[src/rtl/lightsout_pkg.sv]
`default_nettype none
// ============================================================================
// Module   : lightsout_pkg
// Purpose  : Shared PS/2 scancode constants, frame receiver and scancode
//            decoder state encodings, and a parity helper.
// Ports    : none (package)
// Revision : 1.0 - initial release
// ============================================================================
package lightsout_pkg;

    localparam logic [7:0] SC_EXT   = 8'hE0;
    localparam logic [7:0] SC_BREAK = 8'hF0;
    localparam logic [7:0] SC_UP    = 8'h75;
    localparam logic [7:0] SC_DOWN  = 8'h72;
    localparam logic [7:0] SC_LEFT  = 8'h6B;
    localparam logic [7:0] SC_RIGHT = 8'h74;
    localparam logic [7:0] SC_ENTER = 8'h5A;

    typedef enum logic [1:0] {
        FR_IDLE   = 2'd0,
        FR_DATA   = 2'd1,
        FR_PARITY = 2'd2,
        FR_STOP   = 2'd3
    } frame_state_t;

    typedef enum logic [1:0] {
        DEC_NORMAL    = 2'd0,
        DEC_EXT       = 2'd1,
        DEC_BREAK     = 2'd2,
        DEC_EXT_BREAK = 2'd3
    } dec_state_t;

    // PS/2 uses odd parity over the 8 data bits plus the parity bit.
    function automatic logic f_odd_parity_ok(input logic [7:0] data, input logic par);
        return ^{data, par};
    endfunction

endpackage
`default_nettype wire

[src/rtl/ps2_frame_rx.sv]
`default_nettype none
// ============================================================================
// Module   : ps2_frame_rx
// Purpose  : PS/2 device-to-host frame receiver. Synchronizes the raw lines,
//            glitch-filters ps2_clk, and assembles 11-bit frames
//            (start, 8 data LSB first, odd parity, stop) with an inter-bit
//            timeout.
// Ports    : clk, reset (sync, active-low)
//            i_ps2_clk, i_ps2_dat  raw asynchronous PS/2 lines
//            o_byte                last good byte
//            o_byte_valid          one-cycle strobe, o_byte valid
//            o_frame_err           one-cycle pulse on a discarded frame
// Revision : 1.0 - initial release
// ============================================================================
module ps2_frame_rx
    import lightsout_pkg::*;
#(
    parameter int FILTER_LEN     = 8,
    parameter int TIMEOUT_CYCLES = 50000
) (
    input  logic       clk,
    input  logic       reset,
    input  logic       i_ps2_clk,
    input  logic       i_ps2_dat,
    output logic [7:0] o_byte,
    output logic       o_byte_valid,
    output logic       o_frame_err
);

    localparam int FW = $clog2(FILTER_LEN + 1);
    localparam int TW = $clog2(TIMEOUT_CYCLES + 1);

    logic          r_clk_s1, r_clk_s2;
    logic          r_dat_s1, r_dat_s2;
    logic          r_level;
    logic [FW-1:0] r_filt_cnt;
    logic          w_accept;
    logic          w_fall;

    frame_state_t  r_state, w_next;
    logic [2:0]    r_bit_cnt;
    logic [7:0]    r_shift;
    logic          r_par;
    logic [TW-1:0] r_to_cnt;
    logic [7:0]    r_byte;
    logic          r_valid;
    logic          r_err;
    logic          w_good;
    logic          w_bad;
    logic          w_timeout;

    // Lines idle high, so the synchronizers reset to 1.
    always_ff @(posedge clk) begin
        if (!reset) begin
            r_clk_s1 <= 1'b1;
            r_clk_s2 <= 1'b1;
            r_dat_s1 <= 1'b1;
            r_dat_s2 <= 1'b1;
        end else begin
            r_clk_s1 <= i_ps2_clk;
            r_clk_s2 <= r_clk_s1;
            r_dat_s1 <= i_ps2_dat;
            r_dat_s2 <= r_dat_s1;
        end
    end

    // A new ps2_clk level is accepted on its FILTER_LEN-th consecutive sample.
    assign w_accept = (r_clk_s2 != r_level) && (r_filt_cnt == FW'(FILTER_LEN - 1));
    assign w_fall   = w_accept && r_level;

    always_ff @(posedge clk) begin
        if (!reset) begin
            r_level    <= 1'b1;
            r_filt_cnt <= '0;
        end else if (r_clk_s2 == r_level) begin
            r_filt_cnt <= '0;
        end else if (w_accept) begin
            r_level    <= r_clk_s2;
            r_filt_cnt <= '0;
        end else begin
            r_filt_cnt <= r_filt_cnt + 1'b1;
        end
    end

    always_ff @(posedge clk) begin
        if (!reset) begin
            r_state <= FR_IDLE;
        end else begin
            r_state <= w_next;
        end
    end

    always_comb begin
        w_next    = r_state;
        w_good    = 1'b0;
        w_bad     = 1'b0;
        w_timeout = (r_state != FR_IDLE) && !w_fall &&
                    (r_to_cnt == TW'(TIMEOUT_CYCLES - 1));
        case (r_state)
            FR_IDLE: begin
                // A start bit of 1 is not a frame; stay idle silently.
                if (w_fall && !r_dat_s2) begin
                    w_next = FR_DATA;
                end
            end
            FR_DATA: begin
                if (w_fall && (r_bit_cnt == 3'd7)) begin
                    w_next = FR_PARITY;
                end
            end
            FR_PARITY: begin
                if (w_fall) begin
                    w_next = FR_STOP;
                end
            end
            FR_STOP: begin
                if (w_fall) begin
                    w_next = FR_IDLE;
                    if (r_dat_s2 && f_odd_parity_ok(r_shift, r_par)) begin
                        w_good = 1'b1;
                    end else begin
                        w_bad = 1'b1;
                    end
                end
            end
            default: w_next = FR_IDLE;
        endcase
        if (w_timeout) begin
            w_next = FR_IDLE;
            w_bad  = 1'b1;
        end
    end

    always_ff @(posedge clk) begin
        if (!reset) begin
            r_bit_cnt <= '0;
            r_shift   <= '0;
            r_par     <= 1'b0;
            r_to_cnt  <= '0;
            r_byte    <= '0;
            r_valid   <= 1'b0;
            r_err     <= 1'b0;
        end else begin
            r_valid <= w_good;
            r_err   <= w_bad;
            if (w_good) begin
                r_byte <= r_shift;
            end
            // Timeout counts idle cycles since the last accepted edge.
            if ((r_state == FR_IDLE) || w_fall || w_timeout) begin
                r_to_cnt <= '0;
            end else begin
                r_to_cnt <= r_to_cnt + 1'b1;
            end
            if (w_fall) begin
                case (r_state)
                    FR_IDLE:   r_bit_cnt <= '0;
                    FR_DATA: begin
                        r_shift   <= {r_dat_s2, r_shift[7:1]};
                        r_bit_cnt <= r_bit_cnt + 1'b1;
                    end
                    FR_PARITY: r_par <= r_dat_s2;
                    default:   r_par <= r_par;
                endcase
            end
        end
    end

    assign o_byte       = r_byte;
    assign o_byte_valid = r_valid;
    assign o_frame_err  = r_err;

endmodule
`default_nettype wire

[src/rtl/ps2_cursor_decoder.sv]
`default_nettype none
// ============================================================================
// Module   : ps2_cursor_decoder
// Purpose  : Turns PS/2 keyboard arrow/Enter releases into a cursor position
//            on a DIM x DIM board plus a selection handshake.
//            Optional macro CURSOR_WRAP_EN: cursor moves wrap modulo DIM
//            (default: saturate at 0 and DIM-1).
// Ports    : clk, reset (sync, active-low)
//            ps2_clk, ps2_dat   raw PS/2 lines
//            sel_ack            consumer accepts pending selection
//            x_input, y_input   cursor column/row
//            sel_valid          selection pending
//            frame_err          one-cycle pulse on a discarded frame
// Revision : 1.0 - initial release
// ============================================================================
module ps2_cursor_decoder
    import lightsout_pkg::*;
#(
    parameter int DIM            = 32,
    parameter int FILTER_LEN     = 8,
    parameter int TIMEOUT_CYCLES = 50000
) (
    input  logic       clk,
    input  logic       reset,
    input  logic       ps2_clk,
    input  logic       ps2_dat,
    input  logic       sel_ack,
    output logic [4:0] x_input,
    output logic [4:0] y_input,
    output logic       sel_valid,
    output logic       frame_err
);

    localparam logic [4:0] c_max = 5'(DIM - 1);

    logic [7:0] w_byte;
    logic       w_byte_valid;
    logic       w_frame_err;

    dec_state_t r_dec, w_dec_next;
    logic       w_up, w_down, w_left, w_right, w_enter;
    logic [4:0] r_x, r_y;
    logic       r_sel;

    ps2_frame_rx #(
        .FILTER_LEN     (FILTER_LEN),
        .TIMEOUT_CYCLES (TIMEOUT_CYCLES)
    ) u_rx (
        .clk          (clk),
        .reset        (reset),
        .i_ps2_clk    (ps2_clk),
        .i_ps2_dat    (ps2_dat),
        .o_byte       (w_byte),
        .o_byte_valid (w_byte_valid),
        .o_frame_err  (w_frame_err)
    );

    function automatic logic [4:0] f_dec(input logic [4:0] v);
`ifdef CURSOR_WRAP_EN
        return (v == 5'd0) ? c_max : v - 5'd1;
`else
        return (v == 5'd0) ? 5'd0 : v - 5'd1;
`endif
    endfunction

    function automatic logic [4:0] f_inc(input logic [4:0] v);
`ifdef CURSOR_WRAP_EN
        return (v >= c_max) ? 5'd0 : v + 5'd1;
`else
        return (v >= c_max) ? c_max : v + 5'd1;
`endif
    endfunction

    always_ff @(posedge clk) begin
        if (!reset) begin
            r_dec <= DEC_NORMAL;
        end else begin
            r_dec <= w_dec_next;
        end
    end

    // Only releases (a byte following 0xF0) generate actions; Enter is
    // honoured only without the 0xE0 prefix.
    always_comb begin
        w_dec_next = r_dec;
        w_up       = 1'b0;
        w_down     = 1'b0;
        w_left     = 1'b0;
        w_right    = 1'b0;
        w_enter    = 1'b0;
        if (w_frame_err) begin
            w_dec_next = DEC_NORMAL;
        end else if (w_byte_valid) begin
            case (w_byte)
                SC_EXT:   w_dec_next = DEC_EXT;
                SC_BREAK: w_dec_next = (r_dec == DEC_EXT) ? DEC_EXT_BREAK : DEC_BREAK;
                default: begin
                    w_dec_next = DEC_NORMAL;
                    if ((r_dec == DEC_BREAK) || (r_dec == DEC_EXT_BREAK)) begin
                        case (w_byte)
                            SC_UP:    w_up    = 1'b1;
                            SC_DOWN:  w_down  = 1'b1;
                            SC_LEFT:  w_left  = 1'b1;
                            SC_RIGHT: w_right = 1'b1;
                            SC_ENTER: w_enter = (r_dec == DEC_BREAK);
                            default:  w_enter = 1'b0;
                        endcase
                    end
                end
            endcase
        end
    end

    // While a selection is pending everything is frozen; this also drops a
    // release that lands in the same cycle the acknowledge is taken.
    always_ff @(posedge clk) begin
        if (!reset) begin
            r_x   <= '0;
            r_y   <= '0;
            r_sel <= 1'b0;
        end else if (r_sel) begin
            if (sel_ack) begin
                r_sel <= 1'b0;
            end
        end else begin
            if (w_up) begin
                r_y <= f_dec(r_y);
            end
            if (w_down) begin
                r_y <= f_inc(r_y);
            end
            if (w_left) begin
                r_x <= f_dec(r_x);
            end
            if (w_right) begin
                r_x <= f_inc(r_x);
            end
            if (w_enter) begin
                r_sel <= 1'b1;
            end
        end
    end

    assign x_input   = r_x;
    assign y_input   = r_y;
    assign sel_valid = r_sel;
    assign frame_err = w_frame_err;

endmodule
`default_nettype wire

[config.mk]
export PLATFORM = sky130hd
export DESIGN_NAME = ps2_cursor_decoder
export DESIGN_NICKNAME = d
export VERILOG_FILES = /design/src/rtl/lightsout_pkg.sv /design/src/rtl/ps2_frame_rx.sv /design/src/rtl/ps2_cursor_decoder.sv
export SDC_FILE = /design/constraint.sdc
export NUM_CORES = 1
export LEC_CHECK = 0
export BUFFER_PORTS_ARGS = -buffer_cell sky130_fd_sc_hd__buf_4
export CORE_MARGIN = 2
export CORE_UTILIZATION = 55
export DETAILED_ROUTE_END_ITERATION = 7
export GPL_TIMING_DRIVEN = 0
export PLACE_DENSITY = 0.76
export RECOVER_POWER = 50
export SLEW_MARGIN = 15
export SYNTH_ARGS = -nofsm -noshare
export SYNTH_HDL_FRONTEND = slang
export SYNTH_HIERARCHICAL = 1
export SYNTH_SLANG_ARGS = --single-unit
[constraint.sdc]
create_clock -name clk -period 1.8 [get_ports clk]
set_input_delay 0.27 -clock clk [delete_from_list [all_inputs] [get_ports clk]]
set_output_delay 0.27 -clock clk [all_outputs]
set_load 0.02 [all_outputs]
; After elaboration in Yosys (flattened, before gate mapping)
; Cells that the tools add are included.
[op_classes]
bitwise = 3
addsub = 7
order_cmp = 2
n_reduce_logical = 32
eq_ne = 22
mux = 51
[ops]
columns = op, count
row1 = 8-bit by 7-bit == test with 1-bit output (second input constant), 5
row2 = 5-bit two-way mux, 8
row3 = 1-bit two-way mux, 36
row4 = 16-bit by 1-bit adder with 16-bit output (second input constant), 1
row5 = 16-bit == test (second input constant), 1
row6 = 8-bit == test (second input constant), 2
row7 = 2-bit AND reduction, 6
row8 = 5-bit by 1-bit adder with 5-bit output (second input constant), 2
row9 = 5-bit greater-or-equal comparator (second input constant), 2
row10 = 5-bit zero test, 2
row11 = 5-bit by 1-bit subtractor with 5-bit output (second input constant), 2
row12 = 9-bit parity, 1
row13 = 2-bit == test (second input constant), 4
row14 = 2-bit two-way mux, 4
row15 = 2-bit by 1-bit != test with 1-bit output (second input constant), 4
row16 = 2-bit one-hot mux with 4 select lines, 1
row17 = 2-bit nonzero test, 4
row18 = 2-bit OR reduction, 4
row19 = 1-bit logical AND, 7
row20 = 3-bit one-hot mux with 2 select lines, 1
row21 = 4-bit by 1-bit adder with 4-bit output (second input constant), 1
row22 = 2-bit by 1-bit == test with 1-bit output (second input constant), 2
row23 = 4-bit by 3-bit == test with 1-bit output (second input constant), 1
row24 = 2-bit one-hot mux with 2 select lines, 1
row25 = other kinds (10), 15
[totals]
reg_bits = 62
output_inout_bits = 12
elab_cells = 135

; Depth between registers and ports, before layout
; Gate-level depths: netlist of run 1.
[logic_depth]
ltp_word = 8
depth_mapped = 8

; Hierarchy
; The synthesis of run 1 kept the hierarchy.
[by_module_without_submodules]
columns = module, instances, cells_each, seq_area_each_um2, area_each_um2
row1 = ps2_frame_rx, 1, 227, 980.9, 2167.1
row2 = ps2_cursor_decoder, 1, 129, 260.2, 1062.3

; Worst setup path before layout of run 1
; Ideal clock, no wire load.
[synth_path]
kind = reg2reg
from = register r_y[0], in the netlist y_input[0]
to = register r_y[2], in the netlist y_input[2]
n_path_buf = 0
slack_ps = -234
t_arrival_ps = 1965
setup_time_ps = 69
t_required_ps = 1731
path_stages_with_launch = 8
path_cell_list = dfxtp_1 inv_1 ha_1 nor2b_1 and2_1 or4b_2 and3_1 o21ai_1
[synth_between]
elab_chain_len = 4
[synth_lines]
columns = element, line
row1 = from (decl), ps2_cursor_decoder.sv:42  ; logic [4:0] r_x, r_y;
row2 = from (signal assigned), ps2_cursor_decoder.sv:127  ; r_y <= f_dec(r_y);
row3 = from (signal assigned), ps2_cursor_decoder.sv:130  ; r_y <= f_inc(r_y);
row4 = 5-bit by 1-bit subtractor with 5-bit output / 5-bit zero test (equally long branches), ps2_cursor_decoder.sv:62  ; return (v == 5'd0) ? 5'd0 : v - 5'd1;
row5 = 5-bit two-way mux, ps2_cursor_decoder.sv:62
row6 = 5-bit two-way mux, ps2_cursor_decoder.sv:126  ; if (w_up) begin
row7 = 5-bit two-way mux *, ps2_cursor_decoder.sv:129  ; if (w_down) begin
; Every way passes the cells marked *; elsewhere a longest branch is shown, timed or not. The select of a mux whose other input is x is not followed.
; A chain may end at the register's enable or synchronous reset.

; Worst setup path after layout of run 1
[layout_path]
from = register u_rx.r_filt_cnt[0]
to = register u_rx.r_byte[1], in the netlist u_rx/o_byte[1]
[layout_between]
elab_chain_len = 5
[layout_lines]
columns = element, line
row1 = from (decl), ps2_frame_rx.sv:36  ; logic [FW-1:0] r_filt_cnt;
row2 = from (signal assigned), ps2_frame_rx.sv:81  ; r_filt_cnt <= r_filt_cnt + 1'b1;
row3 = 4-bit by 3-bit == test with 1-bit output, ps2_frame_rx.sv:68  ; assign w_accept = (r_clk_s2 != r_level) && (r_filt_cnt == FW'(FILTER_LEN - 1));
row4 = 1-bit logical AND, ps2_frame_rx.sv:68
row5 = 1-bit logical AND, ps2_frame_rx.sv:69  ; assign w_fall = w_accept && r_level;
row6 = 1-bit two-way mux, ps2_frame_rx.sv:117  ; if (w_fall) begin
row7 = 1-bit two-way mux, ps2_frame_rx.sv:99  ; case (r_state)
row8 = to (signal assigned), ps2_frame_rx.sv:147  ; r_byte <= r_shift;
row9 = to (decl), ps2_frame_rx.sv:45  ; logic [7:0] r_byte;
; Every way passes these cells.

==> summary.txt, run 1 <==
Run status
  – Outcome: complete, no violations

Floorplanning
  – Core area: 5570 um2
  – Die width: approximately 81 um
  – Initial Util: 0.579
  – Die ar.: 6500 um2
  – Row cnt: 27
  – Die H: 80.6 um
  – I/O Pins: 17

Setup path
  – CP arrival: 1.98 ns
  – Slowest CP cell: dfxtp_1
  – Worst reg2reg setup slack: 0.02 ns
  – Critical-path cell list: ha_1, nand3b_1, nor2_1, buf_4, nand2_4, o31ai_2, a21oi_1
  – CP peak stage delay: approximately 0.36 ns
  – Crit end category: flop
  – Critical path type: reg2reg
  – CP startpoint kind: flop
  – Reg2reg end: u_rx/o_byte[1]$_SDFFE_PN0P_
  – CP Max Fanout: 10
  – Critical Path RT: about 2.0 ns
  – R2R depth: 7
  – Worst R2R Start: u_rx/r_filt_cnt[0]$_SDFF_PP0_

Global routing
  – GRT overflow: 0
  – First-pass GRT wire length: 10700 um
  – Antenna violations before repair: 0
  – Vias in the first global route: 2424
  – GRT Util Overall: 0.214
  – Largest net degree at the start of global routing: 11

Final layout
  – Area grow syn2layout: 21.1%
  – Final nets: 411
  – Ant diodes: 0
  – Layout cells sized above 1: 0.228
  – Register area: 1250 um2
  – Fin cells: between 400 and 500
  – Multi-input gate area: 2110 um2
  – Filler cells: 431
  – Fin area: 3910 um2

Placed design
  – Dpl hpwl: between 4000 and 5000 um
  – Dpl ws: -0.372 ns
  – Cells after DPL: 444
  – Port bufs: 16
  – Placer Congestion: between 0.8 and 0.9
  – DP Area: 3460 um2

Route
  – Uppermost layer routed: met4
  – First-pass DRT Iterations: 4
  – Post-route DRC: 0
  – Met3 WL: ~260 um
  – Met1 wire length: roughly 3200 um
  – Met2 wire len: 3070 um
  – DR iter-0 viols: 91
  – DRT antenna net count: 0
  – Via-to-Cell Ratio: 5.78
  – WL/cell: between 10 and 15 um
  – Detailed Route WL: 6640 um
  – Vias: 2694

Hold path
  – Min-delay worst type: in2reg
  – Hold depth: 2
  – Hold Path End: u_rx/r_dat_s1$_SDFF_PN1_
  – Min-delay src: ps2_dat

CTS
  – H-tree Lvls: 3
  – CTS buffer count: 9
  – Longest Clk Path Bufs: 2
  – Reg clk slew, reported paths: roughly 0.060 ns
  – CTS tree: done
  – Skew-Pair Late Insertion Delay: 0.33 ns
  – Root buf cell: clkbuf_8
  – Hold_buf cts: 0
  – CTS sink count: 62

Yosys
  – Post-synth EDFFs: 0
  – Synth top cells by count: dfxtp_1, nor2_1, a21oi_1
  – Mux share of post-synthesis cell area: 0.0465
  – Netlist Area Pre-Place: 3230 um2
  – Synth Area in XOR/XNOR: 0.0926
  – Syn nets: 375
  – Post-synth top area cell: dfxtp_1
  – Synth Flop Type: dfxtp_1
  – Sequential share of the synthesized area: 0.384
  – Synth unique cells: 54
  – Compound-Gate Fraction of Synth Area: 0.137
  – #FFs+latches synth: slightly above 60
  – Post-Syn Instances: 356
  – YS warnings: 6
  – Main combinational cell family by area after synthesis: simple AND/OR/NAND/NOR gates
  – Synth Area in Simple Gates: 0.249
  – Mean Syn Cell Area: 9.07 um2
  – Ys async rst share: 0
  – Adder-Cell Fraction of Synth Area: 0.0542
  – Top cells by area, synth: dfxtp_1, ha_1, nor2_1
  – Synth top area share: 0.384
  – Most common cell in the netlist: dfxtp_1

STA
  – Fmax: between 500 and 600 MHz
  – Fin. max-slew vios: 0
  – Least-Margin Pin Slew: 0.552 ns
  – Slew HR: 0.628
  – Final hold viol count: 0
  – Crit path time final: 1.78 ns
  – RSZ-0062 raised after global routing: true
  – Final worst-path cycle share: 0.988
  – Final worst setup slack: 0.0210 ns
  – Setup violators final: 0
  – Skew final: 0.00463 ns

Power and ir drop
  – LEAKAGE: 0.00150 uW
  – Worst IR drop on VDD: 0.516 mV
  – Pwr/cell area: 628 nW/um2

Flow run
  – Max Cap Viol: 0
==> stage by stage <==
step / hold WS (ns) / TNS (ns) / utilization / power [uW]
2_1_floorplan: 0.371 / -0.00170 / - / 1430
3_3_place_gp: 0.392 / -3.37 / 0.620 / 1450
3_5_place_dp: 0.392 / -4.67 / 0.620 / 1450
4_1_cts: 0.103 / 0 / 0.672 / 2480
5_1_grt: 0.0972 / -0.431 / 0.702 / 2550
6_report: 0.115 / 0 / 0.702 / 2460
==> worst max path at each step <==
stage	to	start
floorplan	y_input[2]$_SDFFE_PN0P_	y_input[0]$_SDFFE_PN0P_
global placement	u_rx/r_to_cnt[12]$_SDFF_PP0_	u_rx/r_to_cnt[0]$_SDFF_PP0_
detailed placement	u_rx/r_to_cnt[15]$_SDFF_PP0_	u_rx/r_to_cnt[0]$_SDFF_PP0_
CTS	u_rx/o_byte[5]$_SDFFE_PN0P_	u_rx/r_shift[1]$_SDFFE_PN0P_
global route	u_rx/o_byte[5]$_SDFFE_PN0P_	u_rx/r_shift[7]$_SDFFE_PN0P_
finish	u_rx/o_byte[1]$_SDFFE_PN0P_	u_rx/r_filt_cnt[0]$_SDFF_PP0_
==> state kept, by name, summed over array words and instances, names as in the netlist <==
signal / flops
u_rx/r_bit_cnt: 3
x_input: 5
sel_valid: 1
u_rx/r_clk_s1: 1
u_rx/r_level: 1
u_rx/r_clk_s2: 1
y_input: 5
r_dec: 2
u_rx/r_filt_cnt: 4
u_rx/r_to_cnt: 16
u_rx/r_dat_s1: 1
u_rx/o_byte_valid: 1
u_rx/r_par: 1
u_rx/o_frame_err: 1
u_rx/r_shift: 8
u_rx/r_state: 2
u_rx/r_dat_s2: 1
u_rx/o_byte: 8
==> routing by layer <==
metal	GRT usage	vias up
met5	0	-
li1	-	1356
met1	0.265	1276
met4	0.0847	0
met2	0.338	54
met3	0.0753	8
==> area by class of cell <==
class                      instances  area share
buffer                             8      0.0122
clock buffer                      11      0.0387
clock inverter                     2     0.00256
inverter                          17      0.0163
multi-input combinational        266       0.539
sequential                        62       0.321
tap                               72      0.0230
timing repair buffer              28      0.0470
==> cell usage in the layout, fill, tap and decap left out, types with 3 or more instances in the layout <==
cell / instances
a211oi_1: 4
a21oi_1: 20
a32oi_1: 4
and3_1: 8
buf_4: 18
clkbuf_1: 11
clkbuf_8: 11
dfxtp_1: 53
dfxtp_2: 8
ha_1: 10
ha_2: 3
inv_1: 15
mux2i_1: 15
nand2_1: 15
nand2b_1: 13
nand3_1: 14
nand4_1: 10
nor2_1: 41
nor3_1: 5
nor4_1: 5
nor4_4: 3
o211ai_1: 4
o21ai_0: 9
o21ai_1: 3
o31ai_2: 8
or3_1: 3
xnor2_1: 8
xor2_1: 12
==> worst max-delay path, delay by kind of cell (launching register included) <==
family / cells / cell delay, ns
DFF: 1 / 0.36
buffers and inverters: 1 / 0.22
adders and majority gates: 1 / 0.21
AOI/OAI and AO/OA: 2 / 0.35
and+or+nand+nor: 3 / 0.49
==> report_power, final <==
group          switching [uW]  internal (uW)  total, uW
Combinational            28.7           12.9       41.7
Sequential               2.72           1380       1380
Clock                     491            546       1040
==> kinds of logic (layout without fill, tap and decap cells) <==
logic type / Yosys count / count (layout)
and+or+nand+nor: 144 / 144
buffers and inverters: 28 / 66
DFF: 62 / 62
xor gates and xnor gates: 26 / 26
AOI/OAI and AO/OA: 67 / 67
adders and majority gates: 14 / 14
muxes: 15 / 15
==> what timing repair did <==
item | CTS | global route
pin swaps | 2 | 16
buffers inserted | 6 | 11
gates cloned | 0 | 0
gates resized for setup | 17 | 42
endpoints found under the setup margin | 28 | 39
Power figures use the tool's default switching activity.
==> run 2, diff against run 1 <==
--- a/config.mk
+++ b/config.mk
@@ -10,7 +10,7 @@
 export CORE_UTILIZATION = 55
 export DETAILED_ROUTE_END_ITERATION = 7
 export GPL_TIMING_DRIVEN = 0
-export PLACE_DENSITY = 0.76
+export PLACE_DENSITY = 0.83
 export RECOVER_POWER = 50
 export SLEW_MARGIN = 15
 export SYNTH_ARGS = -nofsm -noshare
==> run 2 against run 1 <==
  * Total power is 8.0% higher
  * Utilization is 1.8 points higher
  * Count of clock-buffer cells in the layout rose by 2
  * Worst hold slack lost 0.0043 ns
  * Largest cell class unchanged
  * Sequential share of layout area shrank 0.63 points
  * Highest routed layer unchanged
  * Final area is 2.5% higher
  * Routed wire length is 9.6% higher
  * Maximum frequency decreased by 0.52%
  * Register-to-register slack barely moved
==> summary.txt, run 2 (synthesized netlist as in run 1, its figures left out) <==
Floorplanning
  – Die H: ~80 um
  – Initial Util: 0.579
  – I/O Pins: 17
  – Row cnt: 27
  – Die ar.: 6500 um2
  – Core area: roughly 5600 um2
  – Die width: 80.6 um

Route
  – DRT antenna net count: 0
  – Via-to-Cell Ratio: 6.01
  – DR iter-0 viols: about 180
  – WL/cell: 15.4 um
  – Detailed Route WL: 7280 um
  – First-pass DRT Iterations: 5
  – Post-route DRC: 0
  – Vias: approximately 2900

Final layout
  – Largest register FFs: 16
  – Final nets: 416
  – Layout cells sized above 1: 0.251
  – Area grow syn2layout: 24.2%
  – Core Util, Final: 0.719
  – Ant diodes: 0
  – Most frequent cells in the layout: dfxtp_1, nor2_1, a21oi_1, buf_4
  – Largest Register: u_rx/r_to_cnt
  – Leading cell type in the layout, fill and taps excluded: dfxtp_1

CTS
  – Hold_buf cts: 0
  – Longest Clk Path Bufs: 2
  – CTS tree: done
  – CTS sink count: 62
  – Root buf cell: clkbuf_8
  – H-tree Lvls: 3
  – Skew-Pair Late Insertion Delay: 0.34 ns
  – Reg clk slew, reported paths: about 0.06 ns
  – CTS buffer count: 9

Global routing
  – GR Util met1: 0.294
  – GR Layer Usage met3: 0.0427
  – Vias in the first global route: 2466
  – First-pass GRT wire length: approximately 11000 um
  – Met2 Use GR: 0.340
  – Antenna violations before repair: 0
  – Largest net degree at the start of global routing: 11
  – GRT Util Overall: 0.222
  – Top Usage Layer GRT: met2
  – GRT overflow: 0

Placed design
  – Placer Congestion: between 0.8 and 0.9
  – Port bufs: 16
  – Dpl ws: -0.284 ns
  – Dpl hpwl: 4430 um

Setup path
  – CP arrival: 2.00 ns
  – Crit end category: flop
  – Worst R2R Start: u_rx/r_shift[1]$_SDFFE_PN0P_
  – CP startpoint kind: flop
  – Critical Path RT: about 2 ns
  – Reg2reg end: u_rx/o_byte[0]$_SDFFE_PN0P_
  – R2R depth: 5
  – Critical path type: reg2reg
  – CP Max Fanout: 5
  – Worst reg2reg setup slack: 0.01 ns

Flow run
  – Max Cap Viol: 0

Run status
  – Outcome: complete, no violations

Hold path
  – Hold Path End: u_rx/r_clk_s1$_SDFF_PN1_
  – Min-delay src: ps2_clk
  – Hold depth: 2
  – Min-delay worst type: in2reg

STA
  – Final hold viol count: 0
  – Final worst-path cycle share: 0.994
  – Fin. max-slew vios: 0
  – Least-Margin Pin Slew: 0.554 ns
  – Slew HR: 0.627
  – Final worst setup slack: 0.0117 ns
  – Total negative slack: 0 ns
  – RSZ-0062 raised after global routing: true
  – Hold slack: 0.111 ns
  – Crit path time final: 1.79 ns
  – Fmax: 559 MHz
  – Setup violators final: 0
  – Skew final: 0.00822 ns

Power and ir drop
  – LEAKAGE: 0.00154 uW
  – Pwr/cell area: 662 nW/um2
  – Worst IR drop on VDD: between 0.7 and 0.8 mV
-- run 2: cell count changes in the layout (fill, tap and decap cells not counted), moves of 2 or more --
| cell | change |
|---|---|
| o31ai_1 | +2 |
| o21ai_2 | +2 |
| clkbuf_1 | +3 |
| dfxtp_2 | +2 |
| buf_4 | +2 |
| dfxtp_1 | -3 |
| nor2b_1 | +2 |
| nor2b_2 | -2 |
-- run 2: metrics by stage --
| step | cell area [um2] | total power (uW) | instances |
|---|---|---|---|
| final | 4010 | 2650 | 474 |
| after floorplan | 3250 | 1430 | 356 |
| after global placement | 3460 | 1440 | 444 |
| after CTS | 3790 | 2680 | 466 |
| after global routing | 4010 | 2730 | 474 |
| after detailed placement | 3460 | 1450 | 444 |
-- run 2: repair_timing --
action	in CTS	in global routing
gates cloned	0	2
setup endpoints to repair	28	40
resized for setup	17	48
buffers inserted	7	8
pin swaps	3	18
-- run 2: worst max-delay path, cell delays in order, from the launching register on --
cell and delay [ns]:
dfxtp_4 0.35, xnor2_2 0.14, xnor3_2 0.58, xor2_4 0.24, o31ai_1 0.25, a21oi_1 0.10
-- run 2: final cells by class --
type	count	area [um2]
multi-input combinational	268	2140
fill	400	1560
sequential	62	1260
timing repair buffer	31	199
clock buffer	13	159
tap	72	90.1
inverter	17	63.8
buffer	8	58.8
clock inverter	3	42.5
-- run 2: power breakdown --
group | total, uW | internal [uW] | switching [uW] | leakage (uW)
clock network | 1240 | 714 | 523 | 0.0000996
logic | 42.2 | 12.9 | 29.2 | 0.000934
registers | 1380 | 1370 | 2.84 | 0.000507
total | 2650 | 2100 | 555 | 0.00154
-- run 2: routing by layer --
metal / wire length (um) / up-vias
li1: - / 1365
met1: 3350 / 1378
met2: 3430 / 93
met3: 349 / 14
met4: 148 / 0
met5: 0 / -
-- run 2: how the worst max path moves through the flow --
| stage | start | endpoint | slack [ns] | cells past startpoint |
|---|---|---|---|---|
| global route | u_rx/r_shift[1]$_SDFFE_PN0P_ | u_rx/o_byte[0]$_SDFFE_PN0P_ | -0.14 | 5 |
| floorplan | y_input[0]$_SDFFE_PN0P_ | y_input[2]$_SDFFE_PN0P_ | -0.002 | 7 |
| global placement | u_rx/r_to_cnt[0]$_SDFF_PP0_ | u_rx/r_to_cnt[13]$_SDFF_PP0_ | -0.22 | 7 |
| CTS | y_input[0]$_SDFFE_PN0P_ | y_input[2]$_SDFFE_PN0P_ | 0.005 | 7 |
| detailed placement | u_rx/r_to_cnt[0]$_SDFF_PP0_ | u_rx/r_to_cnt[12]$_SDFF_PP0_ | -0.28 | 7 |
| finish | u_rx/r_shift[1]$_SDFFE_PN0P_ | u_rx/o_byte[0]$_SDFFE_PN0P_ | 0.01 | 5 |
==> run 3, diff against run 2 <==
--- a/config.mk
+++ b/config.mk
@@ -5,13 +5,15 @@
 export SDC_FILE = /design/constraint.sdc
 export NUM_CORES = 1
 export LEC_CHECK = 0
-export BUFFER_PORTS_ARGS = -buffer_cell sky130_fd_sc_hd__buf_4
+export BUFFER_PORTS_ARGS = -buffer_cell sky130_fd_sc_hd__clkbuf_2
 export CORE_MARGIN = 2
 export CORE_UTILIZATION = 55
+export CTS_CLUSTER_DIAMETER = 150
 export DETAILED_ROUTE_END_ITERATION = 7
 export GPL_TIMING_DRIVEN = 0
 export PLACE_DENSITY = 0.83
 export RECOVER_POWER = 50
+export REMOVE_ABC_BUFFERS = 1
 export SLEW_MARGIN = 15
 export SYNTH_ARGS = -nofsm -noshare
 export SYNTH_HDL_FRONTEND = slang
==> run 3 against run 2 <==
  * The run now ends with setup timing left
  * Final area rose by 1.6%
  * Via count fell by 0.70%
  * Die area did not move
  * Routed wire length rose by 2.9%
  * Utilization rose by 1.1 points
  * Flip-flop and latch count did not move
  * Final cell count fell by 0.84%
  * Clock skew fell by 0.0011 ns
  * Non-clock buffer count fell by 1
  * Maximum frequency fell by 5.2%
  * Setup slack got worse by 0.099 ns
  * First-iteration DRC count fell by 13%
  * Critical path type unchanged
  * Critical endpoint is now u_rx/o_byte[6]$_SDFFE_PN0P_
==> summary.txt, run 3 (synthesized netlist as in run 1, its figures left out) <==
Global routing
  – Antenna violations before repair: 0
  – Largest net degree at the start of global routing: 24
  – First-pass GRT wire length: 11100 um
  – Vias in the first global route: 2547
  – GRT Util Overall: 0.221
  – GRT overflow: 0

Power and ir drop
  – Int Pwr: 2220 uW
  – Power Total: 2790 uW
  – Clock Power Share: 0.495
  – Worst IR drop on VDD: 0.533 mV
  – Sequential share of power: 0.492
  – Switching Fraction: 0.204
  – Net Sw Power: 570 uW
  – LEAKAGE: 0.00160 uW
  – Combinational fraction of design power: 0.012
  – Pwr/cell area: 684 nW/um2

Final layout
  – Ant diodes: 0
  – Layout cells sized above 1: 0.299
  – Fin cells: 470
  – Area grow syn2layout: 26.1%
  – Final nets: between 400 and 500
  – Core Util, Final: 0.731
  – Leading cell type in the layout, fill and taps excluded: dfxtp_1
  – Largest register FFs: 16
  – Largest Register: u_rx/r_to_cnt
  – Most frequent cells in the layout: dfxtp_1, nor2_1, a21oi_1, buf_4, inv_1

Floorplanning
  – Die H: just over 80 um
  – Initial Util: 0.579
  – I/O Pins: 17
  – Row cnt: 27
  – Die ar.: about 6500 um2
  – Core area: 5570 um2
  – Die width: 80.6 um

CTS
  – CTS buffer count: 9
  – CTS tree: done
  – CTS sink count: 62
  – Skew-Pair Late Insertion Delay: 0.35 ns
  – Reg clk slew, reported paths: ~0.07 ns
  – H-tree Lvls: 3
  – Longest Clk Path Bufs: 2
  – Hold_buf cts: 0
  – Root buf cell: clkbuf_8

Placed design
  – Port bufs: 16
  – Placer Congestion: 0.815
  – Cells after DPL: ~430
  – Dpl ws: -0.478 ns
  – Dpl hpwl: 4310 um

Route
  – Via-to-Cell Ratio: 6.02
  – WL/cell: 15.9 um
  – First-pass DRT Iterations: 5
  – DR iter-0 viols: 156
  – Detailed Route WL: between 7000 and 8000 um
  – DRT antenna net count: 0
  – Post-route DRC: 0
  – Vias: 2830

Setup path
  – CP startpoint kind: flop
  – Critical path type: reg2reg
  – Crit end category: flop
  – Critical Path RT: 1.99 ns
  – CP Max Fanout: 9
  – CP arrival: approximately 2.1 ns

Run status
  – Violated checks: setup timing
  – Outcome: finished with violations

STA
  – RSZ-0062 raised after global routing: true
  – Final hold viol count: 0
  – Crit path time final: about 1.9 ns
  – Skew final: 0.00714 ns
  – Setup violators final: 6
  – Least-Margin Pin Slew: 0.654 ns
  – Final worst-path cycle share: 1.05
  – Fmax: 530 MHz
  – Slew HR: 0.564
  – Fin. max-slew vios: 0
  – Final worst setup slack: -0.0872 ns

Hold path
  – Min-delay worst type: in2reg

Flow run
  – Max Cap Viol: 0
==> run 3: layout make-up <==
type	instances	area, um2
Inverter	17	63.8
Clock inverter	4	70.1
Clock buffer	11	151
Tap cell	72	90.1
Multi-Input combinational cell	266	2150
Sequential cell	62	1280
Fill cell	371	1500
Timing Repair Buffer	38	262
==> run 3: worst max-delay path, cell delays in order (launching register included) <==
cell and delay [ns]:
dfxtp_4 0.36, xnor2_2 0.14, xnor3_2 0.53, xor2_4 0.20, buf_12 0.16, o31ai_2 0.22
a21oi_1 0.12
==> run 3: power groups by stage <==
stage	combinational (uW)	clock (uW)	sequential, uW
floorplan	16.4	0	1410
global placement	29.6	0	1410
detailed placement	30.0	0	1410
CTS	30.8	1400	1380
global route	38.1	1460	1370
finish	34.4	1380	1370
==> run 3: path summary, 6_finish.rpt <==
path	slack [ns]	cells after the start	to	start
setup / recovery	-0.09	6	u_rx/o_byte[6]$_SDFFE_PN0P_	u_rx/r_shift[1]$_SDFFE_PN0P_
setup reg to reg	-0.09	6	u_rx/o_byte[6]$_SDFFE_PN0P_	u_rx/r_shift[1]$_SDFFE_PN0P_
hold / removal	0.10	2	u_rx/r_clk_s1$_SDFF_PN1_	ps2_clk
hold reg to reg	0.41	1	u_rx/r_clk_s2$_SDFF_PN1_	u_rx/r_clk_s1$_SDFF_PN1_
==> run 3: repair_timing <==
action,in CTS,in global routing
pin swaps,4,22
endpoints found under the setup margin,49,47
setup buffers,10,13
resized for setup,23,60
==> run 3: metal layers <==
metal / global-route usage / vias up / share of wire
met4: 0.102 / 0 / 0.028
met2: 0.353 / 79 / 0.49
met1: 0.272 / 1364 / 0.43
met5: 0 / - / 0
li1: - / 1363 / -
met3: 0.0685 / 24 / 0.046
==> run 3: stage by stage <==
stage	hold slack (ns)	setup TNS, ns	area [um2]
final	0.103	-0.262	4070
after global routing	0.104	-1.01	4070
after CTS	0.0909	-0.0703	3720
after detailed placement	0.399	-14.61	3350
after global placement	0.398	-12.17	3350
after floorplan	0.332	-2.15	3180
